[src/rtl/latch_array_ctrl_pkg.sv]
// Shared types for the latch array sequencer: phase enum and the latched command.
// Command fields are sized for the largest supported array (256 rows, 32-bit words).
package latch_array_ctrl_pkg;

  localparam int CMD_ADDR_W = 8;
  localparam int CMD_DATA_W = 32;

  typedef enum logic [1:0] {
    IDLE   = 2'd0,
    SETUP  = 2'd1,
    STROBE = 2'd2,
    HOLD   = 2'd3
  } state_t;

  typedef struct packed {
    logic                  port;
    logic                  write;
    logic [CMD_ADDR_W-1:0] addr;
    logic [CMD_DATA_W-1:0] data;
  } cmd_t;

endpackage

[src/rtl/rr_arb2.sv]
// Two-requester round-robin arbiter; the last-grant register favours the other port on a tie.
module rr_arb2 (
  input  logic       clk,
  input  logic       rst_n,
  input  logic [1:0] req,
  input  logic       advance,
  output logic [1:0] gnt
);

  logic last;

  always_comb begin
    gnt    = 2'b00;
    gnt[0] = req[0] & (~req[1] | last);
    gnt[1] = req[1] & (~req[0] | ~last);
  end

  // Reset to port 1 so that port 0 wins the first contended grant.
  always_ff @(posedge clk or negedge rst_n) begin
    if (!rst_n)       last <= 1'b1;
    else if (advance) last <= gnt[1];
  end

endmodule

[src/rtl/latch_array_ctrl.sv]
// Two-port sequencer for a level-sensitive latch array: arbitrates, then runs
// SETUP / STROBE / HOLD so data is stable around every row strobe.
module latch_array_ctrl
  import latch_array_ctrl_pkg::*;
#(
  parameter  int WIDTH = 8,
  parameter  int DEPTH = 16,
  localparam int AW    = (DEPTH > 1) ? $clog2(DEPTH) : 1
) (
  input  logic               clk,
  input  logic               rst_n,
  input  logic [1:0]         req_valid,
  input  logic [1:0]         req_write,
  input  logic [2*AW-1:0]    req_addr,
  input  logic [2*WIDTH-1:0] req_wdata,
  output logic [1:0]         req_ready,
  output logic [1:0]         rsp_valid,
  output logic [WIDTH-1:0]   rsp_rdata,
  output logic [DEPTH-1:0]   arr_we,
  output logic [DEPTH-1:0]   arr_re,
  output logic [WIDTH-1:0]   arr_wdata,
  input  logic [WIDTH-1:0]   arr_rdata
);

  state_t                state, state_nxt;
  cmd_t                  cmd;
  logic [1:0]            gnt;
  logic                  transfer;
  logic                  gport;
  logic [CMD_ADDR_W-1:0] sel_addr;
  logic [WIDTH-1:0]      sel_wdata;
  logic                  in_range;
  logic [DEPTH-1:0]      row_sel;

  rr_arb2 u_arb (
    .clk     (clk),
    .rst_n   (rst_n),
    .req     ((state == IDLE) ? req_valid : 2'b00),
    .advance (transfer),
    .gnt     (gnt)
  );

  assign req_ready = gnt;
  assign transfer  = |gnt;
  assign gport     = gnt[1];
  assign sel_addr  = CMD_ADDR_W'(gport ? req_addr[2*AW-1:AW] : req_addr[AW-1:0]);
  assign sel_wdata = gport ? req_wdata[2*WIDTH-1:WIDTH] : req_wdata[WIDTH-1:0];

  // Rows past DEPTH still get sequenced, they just never see a strobe.
  assign in_range  = (cmd.addr < CMD_ADDR_W'(DEPTH));

  always_comb begin
    row_sel = '0;
    if (in_range) row_sel[cmd.addr[AW-1:0]] = 1'b1;
  end

  always_ff @(posedge clk or negedge rst_n) begin
    if (!rst_n) state <= IDLE;
    else        state <= state_nxt;
  end

  always_comb begin
    state_nxt = state;
    arr_we    = '0;
    arr_re    = '0;
    rsp_valid = 2'b00;
    case (state)
      IDLE:   if (transfer) state_nxt = SETUP;
      SETUP:  state_nxt = STROBE;
      STROBE: begin
        if (cmd.write) arr_we = row_sel;
        else           arr_re = row_sel;
        state_nxt = HOLD;
      end
      HOLD: begin
        rsp_valid = cmd.port ? 2'b10 : 2'b01;
        state_nxt = IDLE;
      end
      default: state_nxt = IDLE;
    endcase
  end

  // Write data is captured at the transfer so it is already on the bus during SETUP.
  always_ff @(posedge clk or negedge rst_n) begin
    if (!rst_n) begin
      cmd <= '0;
    end else if (transfer) begin
      cmd.port  <= gport;
      cmd.write <= req_write[gport];
      cmd.addr  <= sel_addr;
      if (req_write[gport]) cmd.data <= CMD_DATA_W'(sel_wdata);
    end
  end

  assign arr_wdata = cmd.data[WIDTH-1:0];

  always_ff @(posedge clk or negedge rst_n) begin
    if (!rst_n)
      rsp_rdata <= '0;
    else if (state == STROBE && !cmd.write)
      rsp_rdata <= in_range ? arr_rdata : '0;
  end

endmodule
[config.mk]
export PLATFORM = sky130hd
export DESIGN_NAME = latch_array_ctrl
export DESIGN_NICKNAME = d
export VERILOG_FILES = /design/src/rtl/latch_array_ctrl_pkg.sv /design/src/rtl/rr_arb2.sv /design/src/rtl/latch_array_ctrl.sv
export SDC_FILE = /design/constraint.sdc
export NUM_CORES = 1
export LEC_CHECK = 0
export CORE_MARGIN = 2
export CORE_UTILIZATION = 37
export DETAILED_ROUTE_END_ITERATION = 10
export GPL_TIMING_DRIVEN = 0
export PLACE_DENSITY_LB_ADDON = 0.05
export SETUP_SLACK_MARGIN = 0.05
export SLEW_MARGIN = 10
export SYNTH_ARGS = -nofsm -noshare
export SYNTH_HDL_FRONTEND = slang
export SYNTH_SLANG_ARGS = --single-unit
[constraint.sdc]
create_clock -name clk -period 2.6 [get_ports clk]
set_input_delay 0.65 -clock clk [delete_from_list [all_inputs] [get_ports clk]]
set_output_delay 0.65 -clock clk [all_outputs]
set_load 0.03 [all_outputs]
==> metrics, run 1 <==
antenna-violating nets left 0; Final Hold Fails 0; routed via count 1344; number of core rows 22; setup violators final 0; Crit Path Max Fanout 6; Starting Density 39.1%; Clock Power Share 9.2%; RSZ-0062 raised after global routing no; outcome complete, no violations; Die Width 66.9 um; Post-Syn Area 0.00147 mm2; DR vias/cell 4.60; global route overflow 0; IO Pins 90; synthesized flop and latch total 25; min cycle time layout 2450 ps; largest net degree at the start of global routing 26; Static Leakage 1.15 nW; fraction of layout cells with a size suffix above 1 23.0%; Mean Syn Cell Area 9.70 um2; Pre-antenna DRT Iters 4; Final Non-Filler Cells 292; Worst-path clk slew 80 ps; Layout area overhead 66.6%; Slew Limit Fails 0; commonest non-fill, non-tap cells in the layout clkdlybuf4s50_1 (54), nor2_1 (33), dfrtp_1 (24), mux2_2 (20), dlygate4sd2_1 (19); power per cell area 1030 mW/mm2; slew margin rel. 62.5%; Detailed Route WL 3.52 mm; H-tree levels 1; Final Skew 2.43 ps; crit path kind in -> out; combinational power share 61.4%; hold_buf cts 0; Port Buffers 89; Data required, critical path 1950 ps; CTS buffer count 3; cell-internal power 0.00143 W; Worst-Skew Late Latency 270 ps; Final nets 287; post_cts resized 55; clk buf depth 2; sequential share of the synthesized area 42.8%; vias in the first global route 1191; Post-Place Cells 288; peak supply drop 0.679 mV; commonest non-fill, non-tap cell in the layout clkdlybuf4s50_1; first-pass GRT wire length 5.63 mm; initial antenna violation count 0; YS warnings 0; startpoint types primary input; sw frac 43.0%; Max Clk Rate 408 MHz; Die ar. 0.00448 mm2; HPWL Detailed 2.70 mm; gr usage total 16.6%; Sum Neg Setup Slack 0 ps; RePlAce Congestion 0.739; sw power 0.00108 W; CTS tree yes; Setup crit end kind output pin; Clock Tree Root clkbuf_8; Hold Crit Class in -> async; DR iter-0 viols 33; Std-Cell Core Area 0.00374 mm2; WL/cell 12.0 um; Mapped Cells 151; Post-CTS Setup Bufs 0; diode count 0; post-route DRC violation count 0; die extent in y 66.9 um; final core occ 65.2%; clock sink count 25; Yosys cell types 24; MaxCap Viol Count 0; CP arrival 1800 ps; worst slew pin tran 562 ps; sequential share of power 29.4%; post-synth net total 193; period utilization 94.2%
worst max-delay path: stages:
cell	delay, ps
clkdlybuf4s50_1	450
nand2_1	100
nand3_2	170
inv_2	130
clkdlybuf4s18_2	310
per-stage QoR:
step,total power [W],instance area (um2),hold slack (ps),setup WS (ps)
finish,0.00252,2440,361,150
global route,0.00269,2440,412,56.8
CTS,0.00252,2450,472,50.1
detailed placement,0.00229,2420,461,-298
global placement,0.00227,2420,454,-274
floorplan,0.00174,1470,354,435
flip-flops by register name, summed over array words and instances (netlist names):
signal	cells
state	2
u_arb.last	1
arr_wdata	8
rsp_rdata	8
cmd	6
routing by layer:
layer	part of all wire, %	GRT usage [%]
met3	10	5.24
met4	1.4	6.12
met5	0	0
met2	45	25.0
met1	44	22.1
final timing paths:
path / cells past startpoint / to / slack, ps / startpoint
max: 5 / req_ready[1] / 150 / req_valid[0]
min in group clk: 2 / u_arb.last$_DFFE_PN1P_ / 470 / u_arb.last$_DFFE_PN1P_
min: 1 / cmd[35]$_DFFE_PN0P_ / 360 / rst_n
min reg2reg: 2 / u_arb.last$_DFFE_PN1P_ / 470 / u_arb.last$_DFFE_PN1P_
max in group asynchronous: 1 / arr_wdata[2]$_DFFE_PN0P_ / 1870 / rst_n
max reg2reg: 6 / arr_wdata[7]$_DFFE_PN0P_ / 770 / state[1]$_DFFE_PN0P_
power by group through the flow:
stage | Sequential (W) | Clock [W] | Combinational, W
floorplan | 0.000837 | 0 | 0.000908
global placement | 0.000727 | 0 | 0.00154
detailed placement | 0.000736 | 0 | 0.00156
CTS | 0.000732 | 0.000241 | 0.00155
global route | 0.000771 | 0.000257 | 0.00166
finish | 0.000740 | 0.000231 | 0.00154
synthesized netlist by cell type:
| master | number | area share (%) |
|---|---|---|
| nand3_2 | 1 | 0.68 |
| mux2_4 | 4 | 4.1 |
| nor2b_1 | 5 | 2.1 |
| nand2_1 | 17 | 4.4 |
| buf_4 | 8 | 4.1 |
| o21ai_0 | 8 | 2.7 |
| buf_2 | 1 | 0.34 |
| nand3_1 | 4 | 1.4 |
| clkbuf_1 | 4 | 1.0 |
| or2_2 | 1 | 0.43 |
| dfrtp_1 | 24 | 41 |
| ha_1 | 4 | 3.4 |
| buf_6 | 1 | 0.77 |
| nand2b_1 | 3 | 1.3 |
| mux2i_1 | 4 | 2.7 |
| a21oi_4 | 1 | 1.1 |
| nand4_1 | 1 | 0.43 |
| mux2_2 | 20 | 15 |
| and2_1 | 1 | 0.43 |
| and3_2 | 1 | 0.51 |
| nor2_1 | 33 | 8.5 |
| inv_1 | 3 | 0.77 |
| dfstp_2 | 1 | 1.8 |
| and4_2 | 1 | 0.68 |
cell families after synthesis:
| group | synth area share [%] |
|---|---|
| DFF | 42.8 |
| adders and majority gates | 3.42 |
| and+or+nand+nor | 20.8 |
| muxes | 22.2 |
| buffers and inverters | 7.00 |
| AOI/OAI and AO/OA | 3.84 |
area by class of cell:
class	count	area, um2
flip-flops and latches	25	627
plain buffers	14	91.3
well taps	48	60.1
inverters	3	11.3
repair buffers	89	851
fillers	349	1300
multi-input cells	109	756
clock buffers	4	45.0
(Power assumes the default switching activity.)
==> run 2: changes to the inputs <==
CORE_MARGIN = default   (was 2)
DONT_BUFFER_PORTS = 1   (was default)
TNS_END_PERCENT = 30   (was default)
==> run 2 against run 1 <==
  * Register-to-register slack worse by 80 ps
  * Combinational power down 26%
  * Worst hold slack worse by 290 ps
  * Die area down 5.9%
  * Clock power down 3%
  * Cell area down 30%
  * Global-route usage down 2.6 points
  * Count of clock-buffer cells in the layout down 1
  * Maximum frequency down 0.37%
  * Non-clock buffer count down 89
  * Setup slack worse by 9.0 ps
  * Routed wire length down 16%
  * Largest power group unchanged
==> metrics, run 2 (synthesized netlist as in run 1, its figures left out) <==
Die ar. 0.00422 mm2 (-5.9%); crit path kind reg -> out; Setup crit end kind output pin; Final Skew 7.57 ps (+5.14 ps); DR iter-0 viols 17 (-48%); cell count of the worst reg-to-reg path 6 (unchanged); H-tree levels 1 (unchanged); MaxCap Viol Count 0 (unchanged); Worst-path clk slew 90 ps (about the same); Crit. path cell count 3 (-2); Port Buffers 0 (-100%); power per cell area 1300 mW/mm2 (+27%); Max Clk Rate 407 MHz (-0.37%); post_cts resized 1 (-98%); Final Non-Filler Cells 203 (-30%); global route overflow 0 (unchanged); HPWL Detailed 2.19 mm (-19%); CP startpoint cmd[32]$_DFFE_PN0P_; Std-Cell Core Area 0.00372 mm2 (-0.74%); WL/cell 14.6 um (+21%); Sum Neg Setup Slack 0 ps (unchanged); Worst Setup EP arr_re[8]; Detailed Route WL 2.97 mm (-16%); CP bufs+invs 1 (-2); vias in the first global route 953 (-20%); period utilization 94.6% (+0.35 points); Slew Limit Fails 0 (unchanged); clock sink count 25 (unchanged); fraction of layout cells with a size suffix above 1 42.6% (+20 points); commonest non-fill, non-tap cells in the layout dfrtp_1 (24), mux2_2 (20), nor2_1 (17), nor2_4 (16), nand2_1 (14); slowest CP cell nor2_1; slew margin rel. 57.1% (-5.4 points); reg2reg start state[1]$_DFFE_PN0P_; largest net degree at the start of global routing 26 (unchanged); Layout area overhead 17.0%; Final Hold Fails 0 (unchanged); Clock Tree Root clkbuf_8; Top delay family on crit path simple AND/OR/NAND/NOR gates; post-route DRC violation count 0 (unchanged); Post-Place Cells 199 (-31%); setup violators final 0 (unchanged); worst slew pin tran 643 ps (+81.2 ps); DR vias/cell 5.10 (+11%); peak supply drop 0.636 mV (-6.2%); Starting Density 39.4% (+0.29 points); diode count 0 (unchanged); clk buf depth 2 (unchanged); CTS tree yes; Hold Crit Class in -> async; number of core rows 22 (unchanged); Final nets 198 (-31%); gr usage total 13.9% (-2.6 points); Worst-Skew Late Latency 260 ps (about the same); outcome complete, no violations; Post-CTS Setup Bufs 0 (unchanged); critical path, cell by cell or2_2 -> clkbuf_1 -> nor2_1; IO Pins 90 (unchanged); commonest non-fill, non-tap cell in the layout dfrtp_1; min cycle time layout 2460 ps (+9.05 ps); Pre-antenna DRT Iters 4 (unchanged); r2r setup slk 690 ps (-80 ps); RSZ-0062 raised after global routing no; Die Width 64.9 um (-3.0%); r2r endpoint arr_wdata[5]$_DFFE_PN0P_; startpoint types flop; Crit Path Max Fanout 8 (+2); hold_buf cts 0 (unchanged); antenna-violating nets left 0 (unchanged); slowest stage delay, CP 530 ps (+80 ps); RePlAce Congestion 0.727 (-1.6%); Static Leakage 0.722 nW (-37%); initial antenna violation count 0 (unchanged); first-pass GRT wire length 4.48 mm (-20%); Data required, critical path 1950 ps (about the same); CTS buffer count 3 (unchanged); routed via count 1036 (-23%); die extent in y 64.9 um (-3.0%); CP arrival 1810 ps (about the same)
## run 2: layout make-up
class | instances | area (um2)
multi-input cells | 109 | 878
clock buffers | 3 | 41.3
inverters | 3 | 11.3
flip-flops and latches | 25 | 627
well taps | 48 | 60.1
clock inverters | 1 | 5.00
fillers | 370 | 2000
plain buffers | 14 | 91.3
## run 2: how the worst min path moves through the flow
stage | from | endpoint | cells after the start
global placement | rst_n | arr_wdata[7]$_DFFE_PN0P_ | 0
global route | rst_n | arr_wdata[7]$_DFFE_PN0P_ | 0
floorplan | rst_n | arr_wdata[0]$_DFFE_PN0P_ | 0
finish | rst_n | arr_wdata[7]$_DFFE_PN0P_ | 0
CTS | rst_n | arr_wdata[7]$_DFFE_PN0P_ | 0
detailed placement | rst_n | arr_wdata[7]$_DFFE_PN0P_ | 0
## run 2: worst reg2reg max path, stage by stage (launching register included)
cell     delay (ps)
dfrtp_1         380
inv_1            80
ha_1            240
nand3_2         160
inv_1           200
a21oi_4         370
mux2_2          380
## run 2: metal layers
layer	track usage (%)	share of wire [%]	up-vias
met5	0	0	-
met4	5.83	0.78	0
met3	4.05	8.2	2
met2	23.3	51	45
met1	16.5	40	493
li1	-	-	496
## run 2: power by group
| part | internal [W] | total, W | switching [W] |
|---|---|---|---|
| Sequential | 0.000594 | 0.000875 | 0.000281 |
| Combinational | 0.000434 | 0.00114 | 0.000702 |
| Clock | 0.000107 | 0.000224 | 0.000117 |
| Total | 0.00114 | 0.00223 | 0.00110 |
## run 2: per-stage QoR
step / hold slack, ps / utilization, % / worst slack (ps) / instance area [um2] / power (W)
after global routing: 37.0 / 46.1 / 62.0 / 1710 / 0.00241
after CTS: 60.0 / 42.4 / -37.2 / 1570 / 0.00213
final: 67.4 / 46.1 / 141 / 1710 / 0.00223
after detailed placement: 355 / 41.0 / 268 / 1530 / 0.00190
after global placement: 355 / 41.0 / 291 / 1530 / 0.00186
after floorplan: 354 / - / 435 / 1470 / 0.00174
==> run 3: changes to the inputs <==
SKIP_LAST_GASP = 1   (was default)
==> results of run 3 <==
Final layout, timing and power as in run 2 (identical DEF).
Main changes from that run: number of gates resized after CTS 1 -> 0
